===== src/rtl/alu_slice_sequencer.sv =====
// alu_slice_sequencer: runs a WIDTH-bit bitwise logic op through a SLICE-bit
// combinational slice unit, one slice per clock, least-significant slice first.
module alu_slice_sequencer #(
    parameter int unsigned WIDTH = 32,
    parameter int unsigned SLICE = 4
) (
    input  logic             clk,
    input  logic             reset,
    input  logic             start,
    input  logic [1:0]       op,
    input  logic [WIDTH-1:0] a,
    input  logic [WIDTH-1:0] b,
    output logic             ready,
    output logic             busy,
    output logic             done,
    output logic [WIDTH-1:0] result,
    output logic             zero,
    output logic [1:0]       slice_op,
    output logic [SLICE-1:0] slice_x,
    output logic [SLICE-1:0] slice_y,
    input  logic [SLICE-1:0] slice_f
);

    localparam int unsigned NSLICES = WIDTH / SLICE;
    localparam int unsigned IDX_W   = (NSLICES > 1) ? $clog2(NSLICES) : 1;
    localparam logic [IDX_W-1:0] LAST_IDX = IDX_W'(NSLICES - 1);

    typedef enum logic [1:0] {
        S_IDLE = 2'd0,
        S_RUN  = 2'd1,
        S_DONE = 2'd2
    } state_t;

    state_t             r_state;
    state_t             w_next_state;
    logic [IDX_W-1:0]   r_idx;
    logic [WIDTH-1:0]   r_a;
    logic [WIDTH-1:0]   r_b;
    logic [1:0]         r_op;
    logic [WIDTH-1:0]   r_acc;
    logic               w_last;

    assign w_last = (r_idx == LAST_IDX);

    // State register
    always_ff @(posedge clk) begin
        if (reset) begin
            r_state <= S_IDLE;
        end else begin
            r_state <= w_next_state;
        end
    end

    // Next-state logic: accept in IDLE, walk all slices in RUN, one DONE cycle
    always_comb begin
        w_next_state = r_state;
        case (r_state)
            S_IDLE:  if (start)  w_next_state = S_RUN;
            S_RUN:   if (w_last) w_next_state = S_DONE;
            S_DONE:  w_next_state = S_IDLE;
            default: w_next_state = S_IDLE;
        endcase
    end

    // Output decode: handshake flags and slice-unit drive (zero outside RUN)
    always_comb begin
        ready    = 1'b0;
        busy     = 1'b0;
        done     = 1'b0;
        slice_op = 2'b00;
        slice_x  = '0;
        slice_y  = '0;
        case (r_state)
            S_IDLE: ready = 1'b1;
            S_RUN: begin
                busy     = 1'b1;
                slice_op = r_op;
                slice_x  = r_a[r_idx*SLICE +: SLICE];
                slice_y  = r_b[r_idx*SLICE +: SLICE];
            end
            S_DONE:  done = 1'b1;
            default: ;
        endcase
    end

    // Datapath: operand latch, per-slice accumulation, result/zero publish
    always_ff @(posedge clk) begin
        if (reset) begin
            r_idx  <= '0;
            r_a    <= '0;
            r_b    <= '0;
            r_op   <= 2'b00;
            r_acc  <= '0;
            result <= '0;
            zero   <= 1'b1;
        end else begin
            case (r_state)
                S_IDLE: begin
                    if (start) begin
                        r_a   <= a;
                        r_b   <= b;
                        r_op  <= op;
                        r_idx <= '0;
                        r_acc <= '0;
                    end
                end
                S_RUN: begin
                    r_acc[r_idx*SLICE +: SLICE] <= slice_f;
                    if (!w_last) begin
                        r_idx <= r_idx + IDX_W'(1);
                    end
                end
                S_DONE: begin
                    result <= r_acc;
                    zero   <= (r_acc == '0);
                end
                default: ;
            endcase
        end
    end

endmodule


===== config.mk =====
export PLATFORM = sky130hd
export DESIGN_NAME = alu_slice_sequencer
export DESIGN_NICKNAME = d
export VERILOG_FILES = /design/src/rtl/alu_slice_sequencer.sv
export SDC_FILE = /design/constraint.sdc
export NUM_CORES = 1
export LEC_CHECK = 0
export BUFFER_PORTS_ARGS = -buffer_cell sky130_fd_sc_hd__clkbuf_2
export CAP_MARGIN = 30
export CORE_ASPECT_RATIO = 2
export CORE_MARGIN = 2
export CORE_UTILIZATION = 45
export CTS_BUF_LIST = sky130_fd_sc_hd__clkbuf_8
export DETAILED_ROUTE_END_ITERATION = 7
export MAX_ROUTING_LAYER = met4
export PLACE_DENSITY = 0.76
export SYNTH_ARGS = -nofsm -noshare
export SYNTH_HDL_FRONTEND = slang
export SYNTH_SLANG_ARGS = --single-unit

===== constraint.sdc =====
create_clock -name clk -period 3.2 [get_ports clk]
set_input_delay 0.16 -clock clk [delete_from_list [all_inputs] [get_ports clk]]
set_output_delay 0.16 -clock clk [all_outputs]
set_load 0.01 [all_outputs]

# [Word-level counts from Yosys, hierarchy flattened]
# Cells that the tools add are included.
[word_totals] out_inout_bits=46 word_cells=42 ff_bits=136
[op_classes] n_shift=4 muxes=15 reduce_logical=7 n_eq_ne=6 n_addsub=2
[ops] operator="32-bit one-hot mux with 2 select lines" n=1
[ops] operator="32-bit by 6-bit variable part select with 4-bit output" n=2
[ops] operator="5-bit negation with 34-bit output" n=1
[ops] operator="4-bit by 34-bit variable shift with 32-bit output (first input constant)" n=1
[ops] operator="4-bit by 34-bit variable part select with 32-bit output" n=1
[ops] operator="32-bit bitwise mux" n=1
[ops] operator="32-bit logical NOT" n=1
[ops] operator="32-bit two-way mux" n=1
[ops] operator="4-bit two-way mux" n=2
[ops] operator="2-bit two-way mux" n=3
[ops] operator="3-bit two-way mux" n=2
[ops] operator="2-bit != test (second input constant)" n=3
[ops] operator="3-bit one-hot mux with 2 select lines" n=1
[ops] operator="2-bit AND reduction" n=3
[ops] operator="2-bit one-hot mux with 2 select lines" n=1
[ops] operator="3-bit by 1-bit adder with 3-bit output (second input constant)" n=1
[ops] operator="3-bit equality test (second input constant)" n=1
[ops] operator="1-bit two-way mux" n=3
[ops] operator="3-bit AND reduction" n=1
[ops] operator="2-bit by 1-bit equality test with 1-bit output (second input constant)" n=1
[ops] operator="2-bit equality test (second input constant)" n=1
[ops] operator="2-bit logical NOT" n=1
[ops] operator="2-bit nonzero test" n=1

# [Longest topological paths before layout]
# Gate-level depths: netlist (run 1).
[logic_depth] ltp_word=4 ltp_mapped=10 mapped_depth_nobuf=7

# [Worst setup path after synthesis (run 1)]
# Ideal clock, no wire load.
[synth_timing] kind="reg2reg" from="register r_idx[1]" to="register r_acc[16]" slack_ns=0.445 arrival_time_ns=2.627 path_buffers=3 path_stages_with_launch=11 setup_time_ns=0.128 path_cell_list="dfxtp_1 -> buf_2 -> buf_1 -> inv_1 -> ha_1 -> ha_1 -> or3b_1 -> or4_1 -> buf_2 -> mux2i_1 -> nor2_1"
[synth_via] elab_chain_len=4 word_cells_on_any_way=5
[synth_rtl] element="start: declaration" line_no="36" rtl="logic [IDX_W-1:0] r_idx;"
[synth_rtl] element="start signal: assignment" line_no="110" rtl="r_idx <= r_idx + IDX_W'(1);"
[synth_rtl] element="5-bit negation with 34-bit output (*)" line_no="108" rtl="r_acc[r_idx*SLICE +: SLICE] <= slice_f;"
[synth_rtl] element="4-bit by 34-bit variable part select with 32-bit output / 4-bit by 34-bit variable shift with 32-bit output (equally long branches)" line_no="108"
[synth_rtl] element="32-bit bitwise mux (*)" line_no="108"
[synth_rtl] element="32-bit one-hot mux with 2 select lines (*)" line_no="97" rtl="case (r_state)"
[synth_rtl] element="end signal: indexed assignment" line_no="108"
[synth_rtl] element="end: declaration" line_no="40" rtl="logic [WIDTH-1:0] r_acc;"
# Mark *: on every way between the ends. The rest lies on a longest branch, timed or not.
# A chain may end at the register's enable or synchronous reset.

# [Worst setup path in the final report (run 1)]
[layout_timing] from="register r_idx[2]" to="register r_acc[16]"
# Same word-level chain as after synthesis.

==> results of run 1 <==
## layer usage
layer,vias to the layer above,GRT usage [%],routed length (um),part of all wire [%]
met1,2386,23.43,5187,35
li1,2548,-,-,-
met5,-,-,0,0
met3,80,4.382,640,4.3
met4,0,18.33,1041,7.0
met2,227,41.68,8028,54
## metrics by stage
| stage | std cells | cell area [um^2] | utilization, % | hold slack, ns | setup WS (ns) |
|---|---|---|---|---|---|
| final | 973 | 7199 | 59.73 | 0.05919 | 0.6119 |
| after floorplan | 649 | 5525 | - | 0.2960 | 0.4454 |
| after global routing | 973 | 7199 | 59.73 | 0.04416 | 0.4172 |
| after global placement | 876 | 6178 | 51.26 | 0.3859 | 0.6984 |
| after CTS | 973 | 7199 | 59.73 | 0.03298 | 0.6036 |
| after detailed placement | 876 | 6178 | 51.26 | 0.3893 | 0.5977 |
## power groups by stage
stage	Sequential, mW	Clock [mW]	Combinational (mW)
3_5_place_dp	1.82	0	0.332
4_1_cts	1.78	1.32	0.395
2_1_floorplan	1.81	0	0.225
3_3_place_gp	1.81	0	0.324
6_report	1.78	1.30	0.399
5_1_grt	1.78	1.39	0.437
## synthesized netlist by cell type, types with 3 or more instances
cell type,instances,area [um^2]
nor4_1,8,50.05
clkbuf_1,26,97.59
nand2_1,216,810.8
mux4_2,16,360.4
a22o_1,18,157.7
dfxtp_1,136,2723
buf_1,8,30.03
a21oi_1,116,580.6
nor2_1,13,48.80
nor2b_1,6,37.54
mux2i_1,4,40.04
nand3_1,13,65.06
ha_1,8,100.1
nand3b_1,4,30.03
nor3b_1,3,22.52
and2_1,6,37.54
nand2b_1,3,18.77
nor3_1,5,25.02
buf_2,11,55.05
## final cells by class
| cell class | count | share of cell area [%] |
|---|---|---|
| multi-input cells | 462 | 36.11 |
| inverters | 5 | 0.2607 |
| clock inverters | 14 | 1.755 |
| clock buffers | 17 | 3.250 |
| well taps | 147 | 2.555 |
| flip-flops and latches | 136 | 37.82 |
| repair buffers | 192 | 18.25 |
## kinds of logic after synthesis
group	synth area share, %
simple gates	22.87
flops	49.28
compound gates	15.01
fa+ha+maj	1.812
buf+inv	3.782
mux	7.246
## sequential cells by signal (all words and copies together) (netlist names)
name,count
result,32
r_acc,32
r_state,2
r_a,32
r_b,32
zero,1
r_idx,3
r_op,2
## worst paths after layout
check	endpoint
max reg2reg	r_acc[16]$_SDFFE_PP0P_
min reg2reg	r_b[9]$_SDFFE_PP0P_
max	r_acc[16]$_SDFFE_PP0P_
min	r_acc[26]$_SDFFE_PP0P_
## worst reg2reg max path, stage by stage, from the launching register on
cell      delay (ns)
dfxtp_1         0.34
clkinv_1        0.26
ha_1            0.64
or3b_1          0.40
or4_1           0.57
mux2i_1         0.20
nor2_1          0.06
## repair_timing
action / 4_1_cts / 5_1_grt
setup buffers: 0 / 0
hold buffers: 66 / 0
endpoints found under the hold margin: 66 / 0
==> out/qor.csv, run 1 <==
metric,value,unit
status,finished clean,
vias per cell,5.386,
Die Y,160.7,um
Vias,5241,
share of cells above drive strength 1,21.79,%
Comb pwr share,11.5,%
drt first pass iters,5,
Rows,57,
WP data required,3.51,ns
register area,2723,um^2
"Seq/Total Area, Yosys",49.28,%
Hold WC Path Type,in2reg,
core area,12050,um^2
Mapped Nets,730,
Critical Path Stages,6,
drc violations,0,
Ports,119,
Worst Path Arrival,2.90,ns
startpoint types,flop,
worst skew pair latency,0.44,ns
internal cell power,2.545,mW
Congestion Overflow GR,0,
Critical-path top delay cell,ha_1,
mapped cell area,5525,um^2
"commonest non-fill, non-tap cell in the layout",nand2_1,
global-route wire length before repair,23.83,mm
Max rail drop VDD,0.3344,mV
Worst Hold Launch,slice_f[2],
sw power,0.9275,mW
Worst Skew,0.01305,ns
worst reg2reg setup slack,0.61,ns
Area Growth Syn to Fin,30.30,%
Leakage,2.863,nW
DRT Wirelength,14.90,mm
Rel. slew slack,46.43,%
critical path cell sequence,"clkinv_1, ha_1, or3b_1, or4_1, mux2i_1, nor2_1",
Nets,895,
RSZ-0062 raised after global routing,false,
Post-DP HPWL,10.34,mm
# fillers,1064,
overall power,3.472,mW
r2r startpoint,r_idx[2]$_SDFFE_PP0P_,
Avg Inst Size Synth,8.514,um^2
Worst Setup End Kind,flop,
Least-Margin Pin Slew,0.8036,ns
Detail Route Antenna Nets,0,
Switching Share,26.71,%
CP max stage delay,0.64,ns
"critical path fanouts, max",13,
Clock Tree Root,clkbuf_8,
"Async S/R FF share, synth",0,%
CP Class,reg2reg,
vias in the first global route,5189,
top_reg_cell synth,dfxtp_1,
crit-path leading delay family,simple AND/OR/NAND/NOR gates,
Seq pwr share,51.2,%
Clock power frac,37.3,%
CTS tree,yes,
Synth Instances,649,
ant diodes,0,
Clock Path Buffers,2,
DIE AREA,13230,um^2
clk sinks,136,
Fin Setup TNS,0,ns
footprint of the multi-input gates,2600,um^2
PD cells,482.3,nW/um^2
Hold Path Depth,3,
f_max,0.3864,GHz
final setup vio count,0,
Critical path buffers and inverters,1,
# port buffers,118,
Die Width,82.36,um
number of buffers created by CTS,17,
Starting Density,45.84,%
register bit total from synthesis,136,
Slew Limit Fails,0,
"Warnings, synthesis",0,
GP Congestion,0.9381,
Resize count post-CTS,0,
crit path from,r_idx[2]$_SDFFE_PP0P_,
fin crit share,80.88,%
Tmin final,2.588,ns
cell depth of the worst flop-to-flop path,6,
gr usage total,24.50,%
clock slew at reported path FFs,0.08,ns
count of different cell masters after synthesis,40,
Max Cap Viol,0,
initial antenna violation count,0,
initial DRC count,226,
number of enable flip-flop cells after synthesis,0,
"Hold Vio Cnt, Final",0,
WL/cell,15.31,um
largest net degree at the start of global routing,81,
CTS H-Tree Depth,4,
"commonest cells after routing, fill and taps aside","nand2_1, dfxtp_1, clkbuf_2, a21oi_1, dlygate4sd3_1",
Power figures use the tool's default switching activity.
==> run 2, diff against run 1 <==
Settings changed: ABC_AREA set to 1, PLACE_DENSITY 0.76 to 0.75.
Clock period 3.2 ns to 2.7 ns, I/O delays scaled along.
==> run 2 against run 1 <==
Cell area increased by 4.0%; highest routed layer unchanged; clock skew decreased by 0.0026 ns; register-to-register slack got worse by 0.08 ns.
==> out/qor.csv, run 2 <==
metric,value,unit,change
status,finished clean,,
share of the synthesized area in the top cell type,46.40,%,-2.9 points
# fillers,1231,,+16%
number of enable flip-flop cells after synthesis,0,,unchanged
clk sinks,136,,unchanged
footprint of the multi-input gates,2753,um^2,+5.9%
Rows,59,,+3.5%
Leakage,3.276,nW,+14%
"Seq/Total Area, Yosys",46.40,%,-2.9 points
# port buffers,118,,unchanged
CP Class,reg2reg,,
Die Y,165.5,um,+3.0%
number of buffers created by CTS,17,,unchanged
Slew Limit Fails,0,,unchanged
setup bufs post-CTS,0,,unchanged
worst reg2reg setup slack,0.53,ns,-0.08 ns
drt first pass iters,5,,unchanged
Hold WC Path Type,in2reg,,
Starting Density,45.68,%,-0.16 points
Mapped Nets,921,,+26%
global-route wire length before repair,25.64,mm,+7.6%
sw power,1.144,mW,+23%
CTS H-Tree Depth,4,,unchanged
Synth area leaders,"dfxtp_1, nor2_1, nand2_1, o21ai_0, a21oi_1",,
clock slew at reported path FFs,0.08,ns,about the same
vias per cell,5.052,,-6.2%
Tmin final,2.173,ns,-0.4154 ns
Detail Route Antenna Nets,0,,unchanged
placed insts,1070,,+22%
Worst Skew,0.01041,ns,-0.002638 ns
DRT Wirelength,15.37,mm,+3.2%
startpoint types,flop,,
register bit total from synthesis,136,,unchanged
CP max stage delay,0.55,ns,-0.09 ns
Synth Instances,840,,+29%
"commonest cells after routing, fill and taps aside","nor2_1, dfxtp_1, clkbuf_2, nand2_1, o21ai_0",,
final setup vio count,0,,unchanged
critical path cell sequence,"inv_1, ha_1, nand2_1, nor2_1, nand3_1, nand3_1, a21oi_1",,
Fin Setup TNS,0,ns,unchanged
Vias,5886,,+12%
share of cells above drive strength 1,18.46,%,-3.3 points
"Hold Vio Cnt, Final",0,,unchanged
Congestion Overflow GR,0,,unchanged
"Warnings, synthesis",0,,unchanged
crit-path leading delay family,simple AND/OR/NAND/NOR gates,,
Rel. slew slack,53.46,%,+7.0 points
most numerous cell on the critical path,nand3_1,,
Max Cap Viol,0,,unchanged
Yosys top cell by area,dfxtp_1,,
PD cells,584.6,nW/um^2,+21%
"commonest non-fill, non-tap cell in the layout",nor2_1,,
Area Growth Syn to Fin,27.65,%,
Ports,119,,unchanged
cell depth of the worst flop-to-flop path,7,,+1
Clock Path Buffers,2,,unchanged
Clock Tree Root,clkbuf_8,,
core area,12840,um^2,+6.6%
Avg Inst Size Synth,6.986,um^2,-18%
CTS tree,yes,,
final hold slack,0.02259,ns,-0.03661 ns
Post-Layout Inst Area,7491,um^2,+4.0%
fin crit share,80.47,%,-0.41 points
Synth top cells by count,"nor2_1, dfxtp_1, nand2_1, o21ai_0, a21oi_1",,
Least-Margin Pin Slew,0.6981,ns,-0.1055 ns
"count leader, synth",nor2_1,,
Seq pwr share,48.9,%,-2.3 points
gr usage total,23.13,%,-1.4 points
f_max,0.4602,GHz,+19%
Critical Path Stages,7,,+1
r2r startpoint,r_idx[2]$_SDFFE_PP0P_,,
initial antenna violation count,0,,unchanged
final non-filler cell total,1165,,+20%
count of different cell masters after synthesis,22,,-45%
Worst Path Arrival,2.49,ns,-0.41 ns
WL/cell,13.20,um,-14%
ant diodes,0,,unchanged
"Async S/R FF share, synth",0,%,unchanged
RSZ-0062 raised after global routing,false,,
Nets,1082,,+21%
GP Congestion,0.8739,,-6.8%
Worst Setup End Kind,flop,,
Die Width,84.75,um,+2.9%
register area,2723,um^2,unchanged
Worst setup endpoint,r_acc[16]$_SDFFE_PP0P_,,
WP data required,3.02,ns,-0.49 ns
top_reg_cell synth,dfxtp_1,,
Clock power frac,37.6,%,+0.3 points
Critical path buffers and inverters,1,,unchanged
Max rail drop VDD,0.4087,mV,+22%
Post-DP HPWL,10.06,mm,-2.8%
largest net degree at the start of global routing,79,,-2.5%
Critical-path top delay cell,dfxtp_1,,
Switching Share,26.13,%,-0.59 points
initial DRC count,399,,+77%
vias in the first global route,5551,,+7.0%
DIE AREA,14020,um^2,+6.0%
mapped cell area,5868,um^2,+6.2%
Comb pwr share,13.6,%,+2.1 points
"critical path fanouts, max",12,,-1
internal cell power,3.235,mW,+27%
crit path from,r_idx[2]$_SDFFE_PP0P_,,
worst skew pair latency,0.44,ns,about the same
Placed Area,6460,um^2,+4.6%
Worst R2R End,r_acc[16]$_SDFFE_PP0P_,,
drc violations,0,,unchanged
==> run 2: cell types whose count changed after synthesis, moves of 16 or more <==
cell	previous run	this run
o21ai_0	0	83
nor2_1	13	267
inv_1	2	23
mux4_2	16	0
a21oi_1	116	50
nand2_1	216	111
o21ai_1	0	49
a22o_1	18	0
==> run 2: kinds of logic (layout without fill, tap and decap cells) <==
logic type               Yosys count  after routing  share of synthesized area [%]
AND/OR/NAND/NOR                  431            431                          29.53
buffers and inverters             82            255                          6.695
flip-flops                       136            136                          46.40
adder cells (fa/ha/maj)            8              8                          1.706
AO/OA/AOI/OAI                    183            183                          15.67
==> run 2: timing repair <==
| action | 4_1_cts | 5_1_grt |
|---|---|---|
| gates resized for setup | 0 | 0 |
| hold endpoints to repair | 64 | 0 |
| hold buffers | 64 | 0 |
==> run 2: how the worst min path moves through the flow <==
stage | from | endpoint | depth (start not counted)
floorplan | a[25] | r_a[25]$_SDFFE_PP0P_ | 2
global placement | a[9] | r_a[9]$_SDFFE_PP0P_ | 3
detailed placement | a[11] | r_a[11]$_SDFFE_PP0P_ | 3
CTS | b[27] | r_b[27]$_SDFFE_PP0P_ | 3
global route | b[31] | r_b[31]$_SDFFE_PP0P_ | 3
finish | b[27] | r_b[27]$_SDFFE_PP0P_ | 3
==> run 2: worst min-delay path, stage by stage <==
cell	delay, ns
clkbuf_2	0.07
o21ai_0	0.11
nor2_1	0.11
==> run 2: metrics by stage <==
step / util (%) / worst slack [ns] / total power, mW
after CTS: 58.32 / 0.5380 / 4.400
after global routing: 58.32 / 0.3035 / 4.566
after global placement: 50.29 / 0.6925 / 2.684
after detailed placement: 50.29 / 0.5484 / 2.698
final: 58.32 / 0.5272 / 4.379
after floorplan: - / 0.6598 / 2.554
==> run 2: power by group through the flow <==
stage	sequential, mW	clock (mW)	combinational [mW]
6_report	2.14	1.64	0.594
5_1_grt	2.15	1.74	0.672
4_1_cts	2.14	1.67	0.588
3_5_place_dp	2.18	0	0.513
3_3_place_gp	2.18	0	0.503
2_1_floorplan	2.17	0	0.379
==> run 2: area by class of cell <==
cell class                 count  area share, %
sequential                   136          36.35
tap                          152          2.539
inverter                      33          1.654
timing repair buffer         191          17.50
clock buffer                  21          3.858
clock inverter                10          1.353
multi-input combinational    622          36.75
==> run 2: layer usage <==
metal  share of wire [%]  global-route usage [%]
met4                 1.7                   7.864
met5                   0                       -
met1                  44                   28.30
met3                 4.9                   4.970
met2                  49                   37.87
